### config.mk
export PLATFORM = sky130hd
export DESIGN_NAME = ps2_host_tx
export DESIGN_NICKNAME = d
export VERILOG_FILES = /design/src/rtl/ps2_pkg.sv /design/src/rtl/ps2_line_sync.sv /design/src/rtl/ps2_host_tx.sv
export SDC_FILE = /design/constraint.sdc
export NUM_CORES = 1
export LEC_CHECK = 0
export ABC_AREA = 1
export BUFFER_PORTS_ARGS = -buffer_cell sky130_fd_sc_hd__buf_2
export CELL_PAD_IN_SITES_DETAIL_PLACEMENT = 2
export CELL_PAD_IN_SITES_GLOBAL_PLACEMENT = 2
export CORE_UTILIZATION = 36
export DETAILED_ROUTE_END_ITERATION = 8
export PLACE_DENSITY_LB_ADDON = 0.1
export SYNTH_ARGS = -nofsm -noshare
export SYNTH_HDL_FRONTEND = slang
export SYNTH_SLANG_ARGS = --single-unit
### constraint.sdc
create_clock -name clk_in -period 2.08 [get_ports clk_in]
set_input_delay 0.104 -clock clk_in [delete_from_list [all_inputs] [get_ports clk_in]]
set_output_delay 0.104 -clock clk_in [all_outputs]
set_load 0.02 [all_outputs]
### src/rtl/ps2_pkg.sv
// rtl/ps2_pkg.sv - shared PS/2 types, command codes and timing helper
package ps2_pkg;

    typedef enum logic [2:0] {
        IDLE,
        INHIBIT,
        RTS,
        SHIFT,
        ACK,
        RELEASE
    } ps2_tx_state_t;

    localparam logic [7:0] PS2_CMD_RESET  = 8'hFF;
    localparam logic [7:0] PS2_CMD_ENABLE = 8'hF4;

    function automatic int us_to_cycles(input int us, input int clk_hz);
        longint prod;
        prod = longint'(us) * longint'(clk_hz);
        return int'(prod / longint'(1_000_000));
    endfunction

endpackage

### src/rtl/ps2_line_sync.sv
// rtl/ps2_line_sync.sv - PS/2 clock/data synchronizer with falling-edge detect
module ps2_line_sync #(
    parameter int SYNC_STAGES = 2
) (
    input  logic clk_in,
    input  logic rst_in,
    input  logic ps2_clk_in,
    input  logic ps2_data_in,
    output logic clk_sync,
    output logic data_sync,
    output logic clk_fall,
    output logic data_fall
);

    logic [SYNC_STAGES-1:0] clk_pipe;
    logic [SYNC_STAGES-1:0] data_pipe;
    logic                   clk_prev;
    logic                   data_prev;

    // Idle bus level is high, so reset the chain high to avoid a false edge.
    always_ff @(posedge clk_in or negedge rst_in) begin
        if (!rst_in) begin
            clk_pipe  <= '1;
            data_pipe <= '1;
            clk_prev  <= 1'b1;
            data_prev <= 1'b1;
        end else begin
            clk_pipe  <= {clk_pipe[SYNC_STAGES-2:0], ps2_clk_in};
            data_pipe <= {data_pipe[SYNC_STAGES-2:0], ps2_data_in};
            clk_prev  <= clk_sync;
            data_prev <= data_sync;
        end
    end

    assign clk_sync  = clk_pipe[SYNC_STAGES-1];
    assign data_sync = data_pipe[SYNC_STAGES-1];
    assign clk_fall  = clk_prev & ~clk_sync;
    assign data_fall = data_prev & ~data_sync;

endmodule

### src/rtl/ps2_host_tx.sv
// rtl/ps2_host_tx.sv - PS/2 host-to-device command transmitter with ACK check
// Build option PS2_TX_AUTO_INIT_EN: self-issue 8'hF4 once after reset, retrying once on error.
module ps2_host_tx
    import ps2_pkg::*;
#(
    parameter int CLK_FREQ_HZ = 74_250_000,
    parameter int INHIBIT_US  = 120,
    parameter int TIMEOUT_MS  = 15,
    parameter int SYNC_STAGES = 2
) (
    input  logic       clk_in,
    input  logic       rst_in,
    input  logic [7:0] data_in,
    input  logic       valid_in,
    output logic       ready_out,
    output logic       busy_out,
    output logic       done_out,
    output logic       ack_ok_out,
    output logic       error_out,
    input  logic       ps2_clk_in,
    input  logic       ps2_data_in,
    output logic       ps2_clk_oe_out,
    output logic       ps2_data_oe_out
);

    localparam int INH_CYC = us_to_cycles(INHIBIT_US, CLK_FREQ_HZ);
    localparam int INH_W   = $clog2(INH_CYC) + 1;
    localparam int WD_CYC  = us_to_cycles(TIMEOUT_MS * 1000, CLK_FREQ_HZ);
    localparam int WD_W    = $clog2(WD_CYC) + 1;

    localparam logic [INH_W-1:0] INH_LOAD = INH_W'(INH_CYC - 1);
    localparam logic [WD_W-1:0]  WD_LOAD  = WD_W'(WD_CYC - 1);

    ps2_tx_state_t    state, state_d;
    logic [10:0]      shreg, shreg_d;
    logic [3:0]       bitcnt, bitcnt_d;
    logic [INH_W-1:0] inh_cnt, inh_cnt_d;
    logic [WD_W-1:0]  wd_cnt, wd_cnt_d;
    logic             clk_oe, clk_oe_d;
    logic             data_oe, data_oe_d;
    logic             done, done_d;
    logic             ack_ok, ack_ok_d;
    logic             error, error_d;
    logic             start;
    logic [7:0]       start_byte;
    logic             wd_expired;

    logic             clk_sync;
    logic             data_sync;
    logic             clk_fall;
    logic             data_fall_unused;

`ifdef PS2_TX_AUTO_INIT_EN
    logic             init_active, init_active_d;
    logic             retry_used, retry_used_d;
`endif

    ps2_line_sync #(
        .SYNC_STAGES (SYNC_STAGES)
    ) u_line_sync (
        .clk_in      (clk_in),
        .rst_in      (rst_in),
        .ps2_clk_in  (ps2_clk_in),
        .ps2_data_in (ps2_data_in),
        .clk_sync    (clk_sync),
        .data_sync   (data_sync),
        .clk_fall    (clk_fall),
        .data_fall   (data_fall_unused)
    );

    assign wd_expired = (wd_cnt == '0);

    always_comb begin
        state_d    = state;
        shreg_d    = shreg;
        bitcnt_d   = bitcnt;
        inh_cnt_d  = inh_cnt;
        wd_cnt_d   = wd_expired ? wd_cnt : wd_cnt - WD_W'(1);
        clk_oe_d   = clk_oe;
        data_oe_d  = data_oe;
        done_d     = 1'b0;
        ack_ok_d   = ack_ok;
        error_d    = error;
        start      = valid_in && ready_out;
        start_byte = data_in;
`ifdef PS2_TX_AUTO_INIT_EN
        init_active_d = init_active;
        retry_used_d  = retry_used;
        if (state == IDLE && init_active) begin
            start      = 1'b1;
            start_byte = PS2_CMD_ENABLE;
        end
`endif

        // Once the device is expected to clock, a silent bus aborts the frame.
        if (wd_expired && (state == RTS || state == SHIFT || state == ACK)) begin
            state_d   = RELEASE;
            clk_oe_d  = 1'b0;
            data_oe_d = 1'b0;
            error_d   = 1'b1;
            wd_cnt_d  = WD_LOAD;
        end else begin
            case (state)
                IDLE: begin
                    if (start) begin
                        state_d   = INHIBIT;
                        shreg_d   = {1'b1, ~^start_byte, start_byte, 1'b0};
                        bitcnt_d  = 4'd0;
                        inh_cnt_d = INH_LOAD;
                        clk_oe_d  = 1'b1;
                        data_oe_d = 1'b0;
                        ack_ok_d  = 1'b0;
                        error_d   = 1'b0;
                    end
                end
                INHIBIT: begin
                    if (inh_cnt == '0) begin
                        // Clock release and start bit share one update so both oe are never high together.
                        state_d   = RTS;
                        clk_oe_d  = 1'b0;
                        data_oe_d = ~shreg[0];
                        bitcnt_d  = 4'd1;
                        wd_cnt_d  = WD_LOAD;
                    end else begin
                        inh_cnt_d = inh_cnt - INH_W'(1);
                    end
                end
                RTS: begin
                    state_d = SHIFT;
                end
                SHIFT: begin
                    if (clk_fall) begin
                        data_oe_d = ~shreg[bitcnt];
                        wd_cnt_d  = WD_LOAD;
                        if (bitcnt == 4'd10) begin
                            state_d = ACK;
                        end else begin
                            bitcnt_d = bitcnt + 4'd1;
                        end
                    end
                end
                ACK: begin
                    if (clk_fall) begin
                        wd_cnt_d = WD_LOAD;
                        state_d  = RELEASE;
                        if (!data_sync) begin
                            ack_ok_d = 1'b1;
                        end else begin
                            error_d = 1'b1;
                        end
                    end
                end
                RELEASE: begin
                    clk_oe_d  = 1'b0;
                    data_oe_d = 1'b0;
                    if (clk_sync && data_sync) begin
                        state_d = IDLE;
                        done_d  = 1'b1;
                    end else if (wd_expired) begin
                        state_d = IDLE;
                        done_d  = 1'b1;
                        error_d = 1'b1;
                    end
                end
                default: begin
                    state_d   = IDLE;
                    clk_oe_d  = 1'b0;
                    data_oe_d = 1'b0;
                end
            endcase
        end

`ifdef PS2_TX_AUTO_INIT_EN
        if (done_d && init_active) begin
            if (error_d && !retry_used) begin
                retry_used_d = 1'b1;
            end else begin
                init_active_d = 1'b0;
            end
        end
`endif
    end

    always_ff @(posedge clk_in or negedge rst_in) begin
        if (!rst_in) begin
            state   <= IDLE;
            shreg   <= '0;
            bitcnt  <= 4'd0;
            inh_cnt <= '0;
            wd_cnt  <= '0;
            clk_oe  <= 1'b0;
            data_oe <= 1'b0;
            done    <= 1'b0;
            ack_ok  <= 1'b0;
            error   <= 1'b0;
`ifdef PS2_TX_AUTO_INIT_EN
            init_active <= 1'b1;
            retry_used  <= 1'b0;
`endif
        end else begin
            state   <= state_d;
            shreg   <= shreg_d;
            bitcnt  <= bitcnt_d;
            inh_cnt <= inh_cnt_d;
            wd_cnt  <= wd_cnt_d;
            clk_oe  <= clk_oe_d;
            data_oe <= data_oe_d;
            done    <= done_d;
            ack_ok  <= ack_ok_d;
            error   <= error_d;
`ifdef PS2_TX_AUTO_INIT_EN
            init_active <= init_active_d;
            retry_used  <= retry_used_d;
`endif
        end
    end

`ifdef PS2_TX_AUTO_INIT_EN
    assign ready_out = (state == IDLE) && !init_active;
`else
    assign ready_out = (state == IDLE);
`endif
    assign busy_out        = (state != IDLE);
    assign done_out        = done;
    assign ack_ok_out      = ack_ok;
    assign error_out       = error;
    assign ps2_clk_oe_out  = clk_oe;
    assign ps2_data_oe_out = data_oe;

endmodule

==> results of run 1 <==
-- logic make-up (layout without fill, tap and decap cells) --
group | count (synthesis) | after routing | share of synthesized area [%]
flip-flops | 64 | 64 | 42.6
AO/OA/AOI/OAI | 42 | 42 | 6.43
XOR/XNOR | 28 | 28 | 6.50
adder cells (fa/ha/maj) | 4 | 4 | 1.33
AND/OR/NAND/NOR | 318 | 318 | 37.4
buffers and inverters | 53 | 103 | 5.80
-- Yosys cell counts --
cell and number:
o21ai_1 9, nand3b_1 4, o21a_1 1, o31ai_1 1
a21oi_1 7, nand2_1 157, or2_2 3, a21o_1 1
a21oi_2 1, nor3_1 7, buf_2 1, nor2_2 6
nand4_4 1, o2111ai_1 1, nor2_4 2, nor2_8 1
inv_1 39, nor2_1 80, o21ai_2 1, xor2_1 15
nand2_2 5, o21ai_0 15, a31o_2 2, dfstp_2 5
ha_1 4, buf_6 1, inv_2 5, o211ai_1 2
nor3b_1 1, buf_4 3, and2_1 1, clkbuf_1 3
nand3_2 5, xnor2_1 13, nand4_1 12, clkinv_1 1
dfrtp_1 59, nand3_1 33, a31oi_1 1
-- routing by layer --
| layer | up-vias | part of all wire, % | routed length (um) |
|---|---|---|---|
| met5 | - | 0 | 0 |
| met4 | 0 | 1.9 | 229 |
| met3 | 18 | 1.7 | 201 |
| met2 | 36 | 52 | 6260 |
| met1 | 1795 | 44 | 5360 |
| li1 | 1714 | - | - |
-- flip-flops by register name (all words and copies together), names as in the netlist --
| signal | cells |
|---|---|
| ack_ok_out | 1 |
| bitcnt | 4 |
| done_out | 1 |
| error_out | 1 |
| inh_cnt | 15 |
| ps2_clk_oe_out | 1 |
| ps2_data_oe_out | 1 |
| shreg | 10 |
| state | 3 |
| u_line_sync.clk_pipe | 2 |
| u_line_sync.clk_prev | 1 |
| u_line_sync.data_pipe | 2 |
| wd_cnt | 22 |
-- critical path: cells and delay by family, from the launching register on --
kind                       cells  cell delay, ns
DFF                            1            0.40
buffers and inverters          2            0.28
and+or+nand+nor                7            0.89
adders and majority gates      1            0.21
AOI/OAI and AO/OA              1            0.07
-- worst paths after layout --
path                                                   start                                end  slack, ns  depth (start not counted)
max in group asynchronous                             rst_in  u_line_sync.clk_pipe[1]$_DFF_PN1_       1.44                          3
max reg2reg                           inh_cnt[0]$_DFFE_PN0P_            inh_cnt[10]$_DFFE_PN0P_       0.15                         11
min in group asynchronous                             rst_in        ps2_data_oe_out$_DFFE_PN0P_       0.30                          3
min reg2reg                u_line_sync.clk_pipe[0]$_DFF_PN1_  u_line_sync.clk_pipe[1]$_DFF_PN1_       0.36                          0
max                                   inh_cnt[0]$_DFFE_PN0P_            inh_cnt[10]$_DFFE_PN0P_       0.15                         11
min                                               data_in[2]               shreg[3]$_DFFE_PN0P_      0.008                          3
-- what timing repair did --
action / in CTS / in global routing
hold buffers: 9 / 0
hold endpoints to repair: 67 / 0
endpoints found under the setup margin: 0 / 17
resized for setup: 0 / 5
-- through the flow --
stage / setup WS, ns / total power [mW] / cells / cell area [um^2] / hold WS (ns)
global route: 0.00595 / 6.15 / 695 / 4410 / 0.000513
global placement: 0.143 / 4.46 / 670 / 4120 / 0.153
finish: 0.152 / 5.68 / 695 / 4410 / 0.00757
CTS: 0.0229 / 5.70 / 695 / 4390 / 0.000615
detailed placement: 0.0656 / 4.63 / 670 / 4120 / 0.152
floorplan: 0.347 / 3.73 / 509 / 3770 / -0.192
-- power by group through the flow --
| stage | Clock (mW) | Sequential (mW) | Combinational (mW) |
|---|---|---|---|
| 2_1_floorplan | 0 | 1.88 | 1.84 |
| 3_3_place_gp | 0 | 1.92 | 2.54 |
| 3_5_place_dp | 0 | 1.94 | 2.69 |
| 4_1_cts | 1.04 | 1.93 | 2.74 |
| 5_1_grt | 1.08 | 1.97 | 3.09 |
| 6_report | 1.01 | 1.92 | 2.75 |
-- layout make-up --
| class | instances | area, um^2 | share of cell area, % |
|---|---|---|---|
| Clock inverter | 3 | 17.5 | 0.397 |
| Tap cell | 136 | 170 | 3.86 |
| Inverter | 45 | 169 | 3.83 |
| Multi-Input combinational cell | 392 | 1970 | 44.7 |
| Timing Repair Buffer | 42 | 315 | 7.15 |
| Sequential cell | 64 | 1610 | 36.5 |
| Clock buffer | 13 | 159 | 3.60 |
==> key figures, run 1 <==
Die
  – Die Y-Extent: 104 um
  – Core footprint: 10200 um^2
  – Cell Rows: 37
  – Die ar.: 10900 um^2
  – Starting Density: 36.9%
  – DIE WIDTH: about 100 um
  – Ports: 20

Routing
  – Routed vias: around 3600
  – Drt first pass iters: 4
  – DRC Markers: 0
  – Vias/cell: just over 5
  – Avg WL per Cell: ~17 um
  – Final WL: ~12000 um
  – Post-DRT Antenna Nets: 0
  – First DRT Iteration DRCs: ~120

Power and ir drop
  – Comb power frac: about half
  – Peak VDD IR: 0.465 mV
  – Internal power consumption: between 3 and 4 mW
  – Sw power: between 2 and 3 mW
  – Seq pwr share: between 30% and 40%
  – Leakage power: 2.09 nW
  – Sw Ratio: a little under half
  – Power per Cell Area: between 1000 and 1500 nW/um^2
  – Clk network pwr share: between 10% and 20%

Setup path
  – CP peak stage delay: ~0.4 ns
  – Slowest-stage cell, CP: dfrtp_1
  – Worst path cell trace: inv_1, ha_2, nand3_2, nor2_2, nand3_2, nand2_4, nand2_1, nand3_4, buf_4, nand2_1, o21ai_1
  – Startpoint types: flip-flop
  – Req. time, crit path: 2.35 ns
  – CP arrival: between 2 and 2.5 ns
  – CP Max Fanout: 10
  – CP Class: reg -> reg
  – Critical Path End Type: flip-flop

Placement
  – Final HPWL DP: around 8800 um
  – Input/output buffers: 19
  – GPL Wtd Cong: around 0.79

GRT
  – M3 GR Usage: 3.32%
  – Gr usage total: about a quarter
  – Initial antenna violation count: 0
  – Most Crowded Layer GR: met2
  – Vias in the first global route: 3979
  – GR Util met1: 28.5%
  – Met2 usage: between 40% and 50%
  – Largest net degree at the start of global routing: 65
  – First-pass GRT wire length: just over 20000 um
  – GR Overflow Total: 0

Timing
  – RSZ-0062 raised after global routing: false
  – Setup Viol. Count Final: 0
  – Worst Tran Pin Value: between 0.4 and 0.5 ns
  – Fin. Hold Viols: 0
  – Relative max-transition margin: about two thirds
  – Slew Viols, Final: 0
  – Final worst-path cycle share: between 90% and 100%
  – Final setup skew: ~0.012 ns
  – Fmax: about 0.52 GHz
  – Setup TNS: 0 ns
  – Crit path time final: roughly 1.9 ns

Finish
  – # diodes: 0
  – Final design utilization: a little over two fifths
  – Most frequent cells in the layout: 156 x nand2_1, 80 x nor2_1, 59 x dfrtp_1, 39 x inv_1, 32 x nand3_1
  – Area added between synthesis and finish: 16.8%
  – Most common cell after layout, fill and taps aside: nand2_1
  – Fill count: 1215
  – Final #Nets: roughly 570
  – Layout cells sized above 1: between 10% and 20%

Synth
  – Cells after synthesis: a little over 500
  – Syn Nets: 526
  – Synth top area share: ~39%
  – Synth warn: 0
  – Avg Cell Area, Syn: 7.42 um^2
  – Synth Register Bits: 64
  – Post-Syn Area: around 3800 um^2
  – Sequential area share after synthesis: a little over two fifths
  – Largest cells by area after synthesis: dfrtp_1 39%, nand2_1 16%, nor2_1 8.0%
  – Area leader, netlist: dfrtp_1
  – Synth unique cells: 39

CTS
  – Clock transition at the registers of the reported paths: ~0.08 ns
  – CTS tree: done
  – Clock buffer depth: 2
  – CTS HTree Levels: 3
  – CTS Buf Count: 9
  – Total setup buffers inserted after CTS: 0
  – Skew-Pair Late Insertion Delay: approximately 0.35 ns
  – Sink Count: between 60 and 70
  – Clock root cell: clkbuf_8

Run status
  – Status: finished, final reports clean

Min path
  – Worst min path class: in -> reg

Flow run
  – Max-cap violations: 0
Power figures use the tool's default switching activity.
==> run 2: changes to the inputs <==
ABC_AREA = unset   (was 1)
CORE_UTILIZATION = 39   (was 36)
==> key figures, run 2 <==
Run status
  – Status: did not finish
  – Stopped at: global routing (5_1_grt)
  – Stop err: [ERROR DPL-0033] detailed placement checks failed during check placement.

Synth
  – Synth top area share: between 40% and 50%
  – Sequential area share after synthesis: 47.0%
  – Post-Syn Area: about 3400 um^2
  – Synth warn: 0
  – Avg Cell Area, Syn: ~9.5 um^2
  – Area leader, netlist: dfrtp_1
  – Synth Register Bits: between 60 and 70
  – Number of synthesized flops with an enable pin: 0
  – Cells after synthesis: between 300 and 400
  – Synth unique cells: 56
  – Syn Nets: roughly 380
  – Largest cells by area after synthesis: dfrtp_1 43%, nand2_1 4.8%, dfstp_2 3.8%
  – Top cells by count, synth: 59 x dfrtp_1, 44 x nand2_1, 26 x nor2_1
  – Prevailing post-synth register cell: dfrtp_1
  – Most common cell in the netlist: dfrtp_1
  – Ys async rst share: between 90% and 100%

CTS
  – Sink Count: 64
  – Clock buffer depth: 2
  – Clock root cell: clkbuf_8
  – CTS HTree Levels: 3
  – CTS Buf Count: 9

GRT
  – Initial antenna violation count: 1
  – Largest net degree at the start of global routing: 65

Timing
  – Post-GRT worst EP: wd_cnt[8]$_DFF_PN0_/D
  – Worst endpoint type: register input

Die
  – Ports: 20
  – DIE WIDTH: roughly 96 um
  – Cell Rows: 33
  – Starting Density: about two fifths
  – Die Y-Extent: between 90 and 100 um

Placement
  – GPL Wtd Cong: roughly 0.74
  – Final HPWL DP: approximately 8000 um
  – Dpl cells: between 500 and 600
  – Input/output buffers: 19
==> run 2: cell families after synthesis <==
group | after synthesis | synth area share (%)
muxes | 7 | 2.56
adders and majority gates | 4 | 1.46
DFF | 64 | 47.0
and+or+nand+nor | 166 | 26.6
xor gates and xnor gates | 24 | 6.14
AOI/OAI and AO/OA | 70 | 13.1
buffers and inverters | 27 | 3.18
==> run 2: metrics by stage <==
| step | utilization, % | setup slack [ns] | setup TNS [ns] | area (um^2) |
|---|---|---|---|---|
| 3_5_place_dp | 50.1 | -0.441 | -9.64 | 4180 |
| 2_1_floorplan | - | -0.342 | -4.97 | 3510 |
| 4_1_cts | 57.4 | -0.395 | -10.78 | 4780 |
| 3_3_place_gp | 50.1 | -0.335 | -6.55 | 4180 |
==> run 2: repair_timing <==
item / CTS
gates cloned: 1
setup buffers: 12
endpoints found under the setup margin: 35
pin swaps: 22
hold buffers: 8
gates resized for setup: 52
endpoints found under the hold margin: 66
==> run 3: changes to the inputs <==
CELL_PAD_IN_SITES_DETAIL_PLACEMENT = unset   (was 2)
CELL_PAD_IN_SITES_GLOBAL_PLACEMENT = unset   (was 2)
CORE_UTILIZATION = 30   (was 39)
PLACE_DENSITY_LB_ADDON = 0.15   (was 0.1)
==> key figures, run 3 <==
Setup path
  – CP Class: reg -> reg
  – Req. time, crit path: between 2 and 2.5 ns
  – CP Max Fanout: 3
  – R2R depth: 5
  – Startpoint types: flip-flop
  – Critical Path End Type: flip-flop
  – R2r startpoint: wd_cnt[10]$_DFF_PN0_
  – End of the worst register-to-register path: wd_cnt[21]$_DFF_PN0_
  – R2R Setup Slk: -0.32 ns
  – CP arrival: roughly 2.7 ns

Timing
  – Final setup skew: 0.00821 ns
  – Final worst slack: -0.318 ns
  – WHS: roughly 0.20 ns
  – Slew Viols, Final: 0
  – Worst Tran Pin Value: 0.564 ns
  – Setup TNS: -7.19 ns
  – RSZ-0062 raised after global routing: true
  – Fmax: roughly 0.42 GHz
  – Relative max-transition margin: 62.4%
  – Setup Viol. Count Final: 34
  – Fin. Hold Viols: 0
  – Crit path time final: approximately 2.4 ns
  – Final worst-path cycle share: 115%

Routing
  – DRC Markers: 0
  – Uppermost layer routed: met4
  – Met2 Routed Length: roughly 4200 um
  – Vias/cell: 5.00
  – Routed vias: between 3000 and 4000
  – Avg WL per Cell: 15.1 um
  – Final WL: 9130 um
  – First DRT Iteration DRCs: 165
  – Post-DRT Antenna Nets: 0
  – Drt first pass iters: 4
  – Met1 WL: between 4000 and 5000 um
  – Metal3 WL: about 460 um

Die
  – Core footprint: around 11000 um^2
  – Ports: 20
  – Cell Rows: 38
  – Die ar.: roughly 12000 um^2
  – DIE WIDTH: between 100 and 150 um
  – Starting Density: around 31%
  – Die Y-Extent: between 100 and 150 um

CTS
  – CTS HTree Levels: 3
  – Clock transition at the registers of the reported paths: around 0.05 ns
  – Clock root cell: clkbuf_16
  – CTS Buf Count: 9
  – Skew-Pair Late Insertion Delay: 0.34 ns
  – Sink Count: 64
  – Clock buffer depth: 2
  – CTS tree: done

Power and ir drop
  – Seq pwr share: between 40% and 50%
  – Power per Cell Area: 572 nW/um^2
  – Sw Ratio: 21.1%
  – Leakage power: around 2.3 nW
  – Comb power frac: approximately 3.4%
  – Internal power consumption: 2.17 mW
  – Clk network pwr share: just over 50%
  – Peak VDD IR: 0.542 mV
  – Sw power: around 580 uW

Finish
  – Most common cell after layout, fill and taps aside: buf_4
  – Fin cells: 606
  – Final design utilization: 43.7%
  – Fill count: about 1100
  – Largest Register: wd_cnt
  – Most frequent cells in the layout: 66 x buf_4, 59 x dfrtp_1, 44 x nand2_1, 23 x nor2_1, 19 x buf_2
  – Biggest regs: wd_cnt: 22 flops, inh_cnt: 15 flops, shreg: 10 flops
  – Area added between synthesis and finish: 40.2%
  – # diodes: 0
  – Final #Nets: approximately 480
  – Max reg flops: 22
  – Layout cells sized above 1: a little over a third

Synth
  – Ys async rst share: 100%
  – Post-Syn Area: 3420 um^2
  – Prevailing post-synth register cell: dfrtp_1
  – Syn Nets: about 380
  – Synth Register Bits: 64
  – Most common cell in the netlist: dfrtp_1
  – Synth unique cells: 56
  – Number of synthesized flops with an enable pin: 0
  – Avg Cell Area, Syn: approximately 9.5 um^2
  – Top cells by count, synth: 59 x dfrtp_1, 44 x nand2_1, 26 x nor2_1
  – Largest cells by area after synthesis: dfrtp_1 43%, nand2_1 4.8%, dfstp_2 3.8%
  – Sequential area share after synthesis: 47.0%
  – Synth top area share: a little over two fifths
  – Synth warn: 0
  – Area leader, netlist: dfrtp_1
  – Cells after synthesis: 362

Placement
  – Dpl cells: about 570
  – GPL Wtd Cong: approximately 0.75
  – Dpl ws: -0.330 ns
  – Input/output buffers: 19
  – Final HPWL DP: just over 6000 um

Min path
  – Worst min path class: in -> reg
  – HP Start: valid_in
  – Hold path depth: 3
  – Hold EP: state[0]$_DFFE_PN0P_

GRT
  – Vias in the first global route: ~3000
  – Initial antenna violation count: 0
  – Gr usage total: about 17%
  – Largest net degree at the start of global routing: 26
  – First-pass GRT wire length: ~15000 um
  – GR Overflow Total: 0

Flow run
  – Max-cap violations: 0

Run status
  – Failing checks: setup timing
  – Status: finished, violations left
-- run 3: cell counts after synthesis --
No cell type changed its count.
-- run 3: worst max path at each step --
stage	cells past startpoint	slack [ns]	end	from
after floorplan	6	-0.34	ps2_data_oe_out$_DFFE_PN0P_	wd_cnt[7]$_DFF_PN0_
after global placement	6	-0.32	ps2_data_oe_out$_DFFE_PN0P_	wd_cnt[8]$_DFF_PN0_
after detailed placement	6	-0.33	ps2_data_oe_out$_DFFE_PN0P_	wd_cnt[8]$_DFF_PN0_
after CTS	5	-0.28	wd_cnt[21]$_DFF_PN0_	wd_cnt[12]$_DFF_PN0_
after global routing	5	-0.39	wd_cnt[21]$_DFF_PN0_	wd_cnt[11]$_DFF_PN0_
final	5	-0.32	wd_cnt[21]$_DFF_PN0_	wd_cnt[10]$_DFF_PN0_
-- run 3: repair_timing --
item                                    in CTS  in global routing
resized for setup                           16                 21
hold buffers                                11                  0
pin swaps                                    6                  7
gates cloned                                 0                  1
endpoints found under the setup margin      34                 34
hold endpoints to repair                    30                  0
setup buffers                                7                  3
-- run 3: critical path, stage by stage, from the launching register on --
cell	delay, ns
dfrtp_1	0.38
or4_4	0.55
or4_4	0.43
or3b_4	0.38
or4_4	0.43
a21oi_2	0.14
-- run 3: area by class of cell --
| class | instances | area (um^2) | area share (%) |
|---|---|---|---|
| clock inverter | 1 | 5.00 | 0.104 |
| clock buffer | 15 | 268 | 5.58 |
| multi-input combinational | 272 | 1910 | 39.8 |
| inverter | 11 | 41.3 | 0.860 |
| tap | 140 | 175 | 3.65 |
| sequential | 64 | 1610 | 33.5 |
| timing repair buffer | 103 | 792 | 16.5 |
-- run 3: cell families (layout without fill, tap and decap cells) --
family          count (synthesis)  after routing  share of synthesized area (%)
fa+ha+maj                       4              4                           1.46
xor+xnor                       24             24                           6.14
simple gates                  166            166                           26.6
flops                          64             64                           47.0
compound gates                 70             71                           13.1
buf+inv                        27            130                           3.18
mux                             7              7                           2.56
-- run 3: stage by stage --
stage	area [um^2]	power (mW)
after floorplan	3510	1.31
after global placement	4170	1.36
after detailed placement	4170	1.36
after CTS	4680	2.80
after global routing	4800	2.87
final	4800	2.75
-- run 3: routing by layer --
layer / GRT usage, % / up-vias
li1: - / 1516
met2: 24.6 / 60
met4: 5.21 / 0
met1: 22.6 / 1444
met5: 0 / -
met3: 5.38 / 11
-- run 3: power groups by stage --
stage / Sequential [mW] / Combinational (mW) / Clock [mW]
after floorplan: 1.28 / 0.0282 / 0
after global placement: 1.28 / 0.0786 / 0
after detailed placement: 1.28 / 0.0798 / 0
after CTS: 1.26 / 0.0965 / 1.45
after global routing: 1.26 / 0.108 / 1.50
final: 1.26 / 0.0933 / 1.40
==> run 4: changes to the inputs <==
CELL_PAD_IN_SITES_DETAIL_PLACEMENT = 1   (was unset)
CELL_PAD_IN_SITES_GLOBAL_PLACEMENT = 1   (was unset)
==> key figures, run 4 (same netlist as run 3, synthesis figures left out) <==
Setup path
  – CP bufs+invs: 0
  – Critical Path End Type: flip-flop
  – CP Class: reg -> reg
  – CP top delay family: simple AND/OR/NAND/NOR gates
  – CP Max Fanout: 4
  – CP arrival: 2.66 ns
  – CP peak stage delay: about 0.55 ns
  – Slowest-stage cell, CP: or4_4
  – CP most frequent cell: or4_4
  – Worst path cell trace: or4_4, or4_4, or3b_1, or4_4, a21oi_2
  – Startpoint types: flip-flop
  – Req. time, crit path: approximately 2.4 ns
  – R2R Setup Slk: -0.31 ns

Min path
  – Worst min path class: in -> reg

Routing
  – Post-DRT Antenna Nets: 0
  – DRC Markers: 0
  – Vias/cell: between 5 and 6
  – Routed vias: roughly 3100
  – First DRT Iteration DRCs: 79
  – Final WL: 10100 um
  – Avg WL per Cell: around 16 um
  – Drt first pass iters: 4

Die
  – Die Y-Extent: 109 um
  – DIE WIDTH: 109 um
  – Core footprint: approximately 11000 um^2
  – Die ar.: between 10000 and 15000 um^2
  – Ports: 20
  – Starting Density: a little under a third
  – Cell Rows: 38

Finish
  – Final #Nets: ~500
  – Biggest regs: wd_cnt: 22 flops, inh_cnt: 15 flops, shreg: 10 flops
  – # diodes: 0
  – Largest Register: wd_cnt
  – Most common cell after layout, fill and taps aside: buf_4
  – Area added between synthesis and finish: 44.8%
  – Max reg flops: 22
  – Final instance area: ~5000 um^2
  – Layout cells sized above 1: 39.6%
  – Most frequent cells in the layout: 70 x buf_4, 59 x dfrtp_1, 43 x nand2_1, 19 x nor2_1, 19 x buf_2

Placement
  – Input/output buffers: 19
  – GPL Wtd Cong: between 0.7 and 0.8
  – Final HPWL DP: approximately 6900 um
  – Placed Area: about 4200 um^2

Timing
  – RSZ-0062 raised after global routing: true
  – WHS: roughly 0.19 ns
  – Setup TNS: -7.54 ns
  – Crit path time final: ~2.4 ns
  – Final worst-path cycle share: 115%
  – Relative max-transition margin: between 50% and 60%
  – Slew Viols, Final: 0
  – Worst Tran Pin Value: about 0.68 ns
  – Final setup skew: about 0.0063 ns
  – Final worst slack: -0.310 ns
  – Setup Viol. Count Final: 34
  – Fmax: approximately 0.42 GHz
  – Fin. Hold Viols: 0

Power and ir drop
  – Sw power: about 590 uW
  – Power Total: between 2 and 3 mW
  – Seq pwr share: 46.1%
  – Power per Cell Area: around 550 nW/um^2
  – Comb power frac: roughly 3.6%
  – Clk network pwr share: between 50% and 60%
  – Internal power consumption: roughly 2.1 mW
  – Peak VDD IR: between 0.4 and 0.5 mV
  – Leakage power: 2.30 nW
  – Sw Ratio: 21.6%

GRT
  – First-pass GRT wire length: between 15000 and 20000 um
  – Gr usage total: between 10% and 20%
  – Vias in the first global route: 3317
  – Initial antenna violation count: 0
  – Largest net degree at the start of global routing: 28
  – GR Overflow Total: 0

CTS
  – CTS HTree Levels: 3
  – Skew-Pair Late Insertion Delay: roughly 0.34 ns
  – Clock transition at the registers of the reported paths: 0.05 ns
  – Clock root cell: clkbuf_16
  – CTS Buf Count: 9
  – Sink Count: 64
  – CTS tree: done
  – Clock buffer depth: 2

Run status
  – Failing checks: setup timing
  – Status: finished, violations left

Flow run
  – Max-cap violations: 0
run 4: changes by cell type in the layout (fill, tap and decap cells not counted), sizes merged:
| cell | previous run | this run |
|---|---|---|
| buf | 92 | 100 |
| o21ai | 19 | 20 |
run 4: power by group through the flow:
| stage | Combinational (mW) | Clock [mW] | Sequential, mW |
|---|---|---|---|
| finish | 0.0996 | 1.37 | 1.26 |
| global route | 0.111 | 1.46 | 1.26 |
| CTS | 0.101 | 1.42 | 1.26 |
| detailed placement | 0.0854 | 0 | 1.28 |
| global placement | 0.0833 | 0 | 1.28 |
| floorplan | 0.0282 | 0 | 1.28 |
run 4: timing repair:
item                                   CTS  global route
endpoints found under the hold margin   31             0
pin swaps                               10            12
gates cloned                             2             0
resized for setup                       25            32
buffers inserted                        10             2
hold buffers                            11             0
setup endpoints to repair               34            37
run 4: area by class of cell:
class,count,area [um^2]
multi-input combinational,273,2000
clock buffer,15,258
inverter,11,41.3
clock inverter,1,5.00
timing repair buffer,111,876
tap,140,175
fill,1245,6020
sequential,64,1610
run 4: stage by stage:
| step | instances | util [%] | setup slack, ns |
|---|---|---|---|
| finish | 615 | 45.1 | -0.310 |
| global route | 615 | 45.1 | -0.372 |
| CTS | 613 | 43.8 | -0.307 |
| detailed placement | 574 | 38.5 | -0.347 |
| global placement | 574 | 38.5 | -0.294 |
| floorplan | 362 | - | -0.342 |
run 4: path summary, 6_finish.rpt:
check                                                    from                                 end  depth (start not counted)
setup / recovery                         wd_cnt[10]$_DFF_PN0_                wd_cnt[21]$_DFF_PN0_                          5
hold / removal                                       valid_in                state[0]$_DFFE_PN0P_                          3
setup reg to reg                         wd_cnt[10]$_DFF_PN0_                wd_cnt[21]$_DFF_PN0_                          5
hold reg to reg            u_line_sync.data_pipe[0]$_DFF_PN1_  u_line_sync.data_pipe[1]$_DFF_PN1_                          0
max in group asynchronous                              rst_in   u_line_sync.clk_pipe[0]$_DFF_PN1_                          3
min in group asynchronous                              rst_in                wd_cnt[12]$_DFF_PN0_                          2
run 4: routing by layer:
layer	share of wire, %	up-vias	GRT usage [%]	wire length (um)
met5	0	-	0	0
met4	1.5	0	6.66	149
met3	2.3	11	4.12	232
met2	48	30	30.6	4850
met1	48	1561	24.2	4900
li1	-	1540	-	-
run 4: worst register-to-register path: stages (launching register included):
cell	delay (ns)
dfrtp_1	0.39
or4_4	0.55
or4_4	0.46
or3b_1	0.38
or4_4	0.42
a21oi_2	0.12
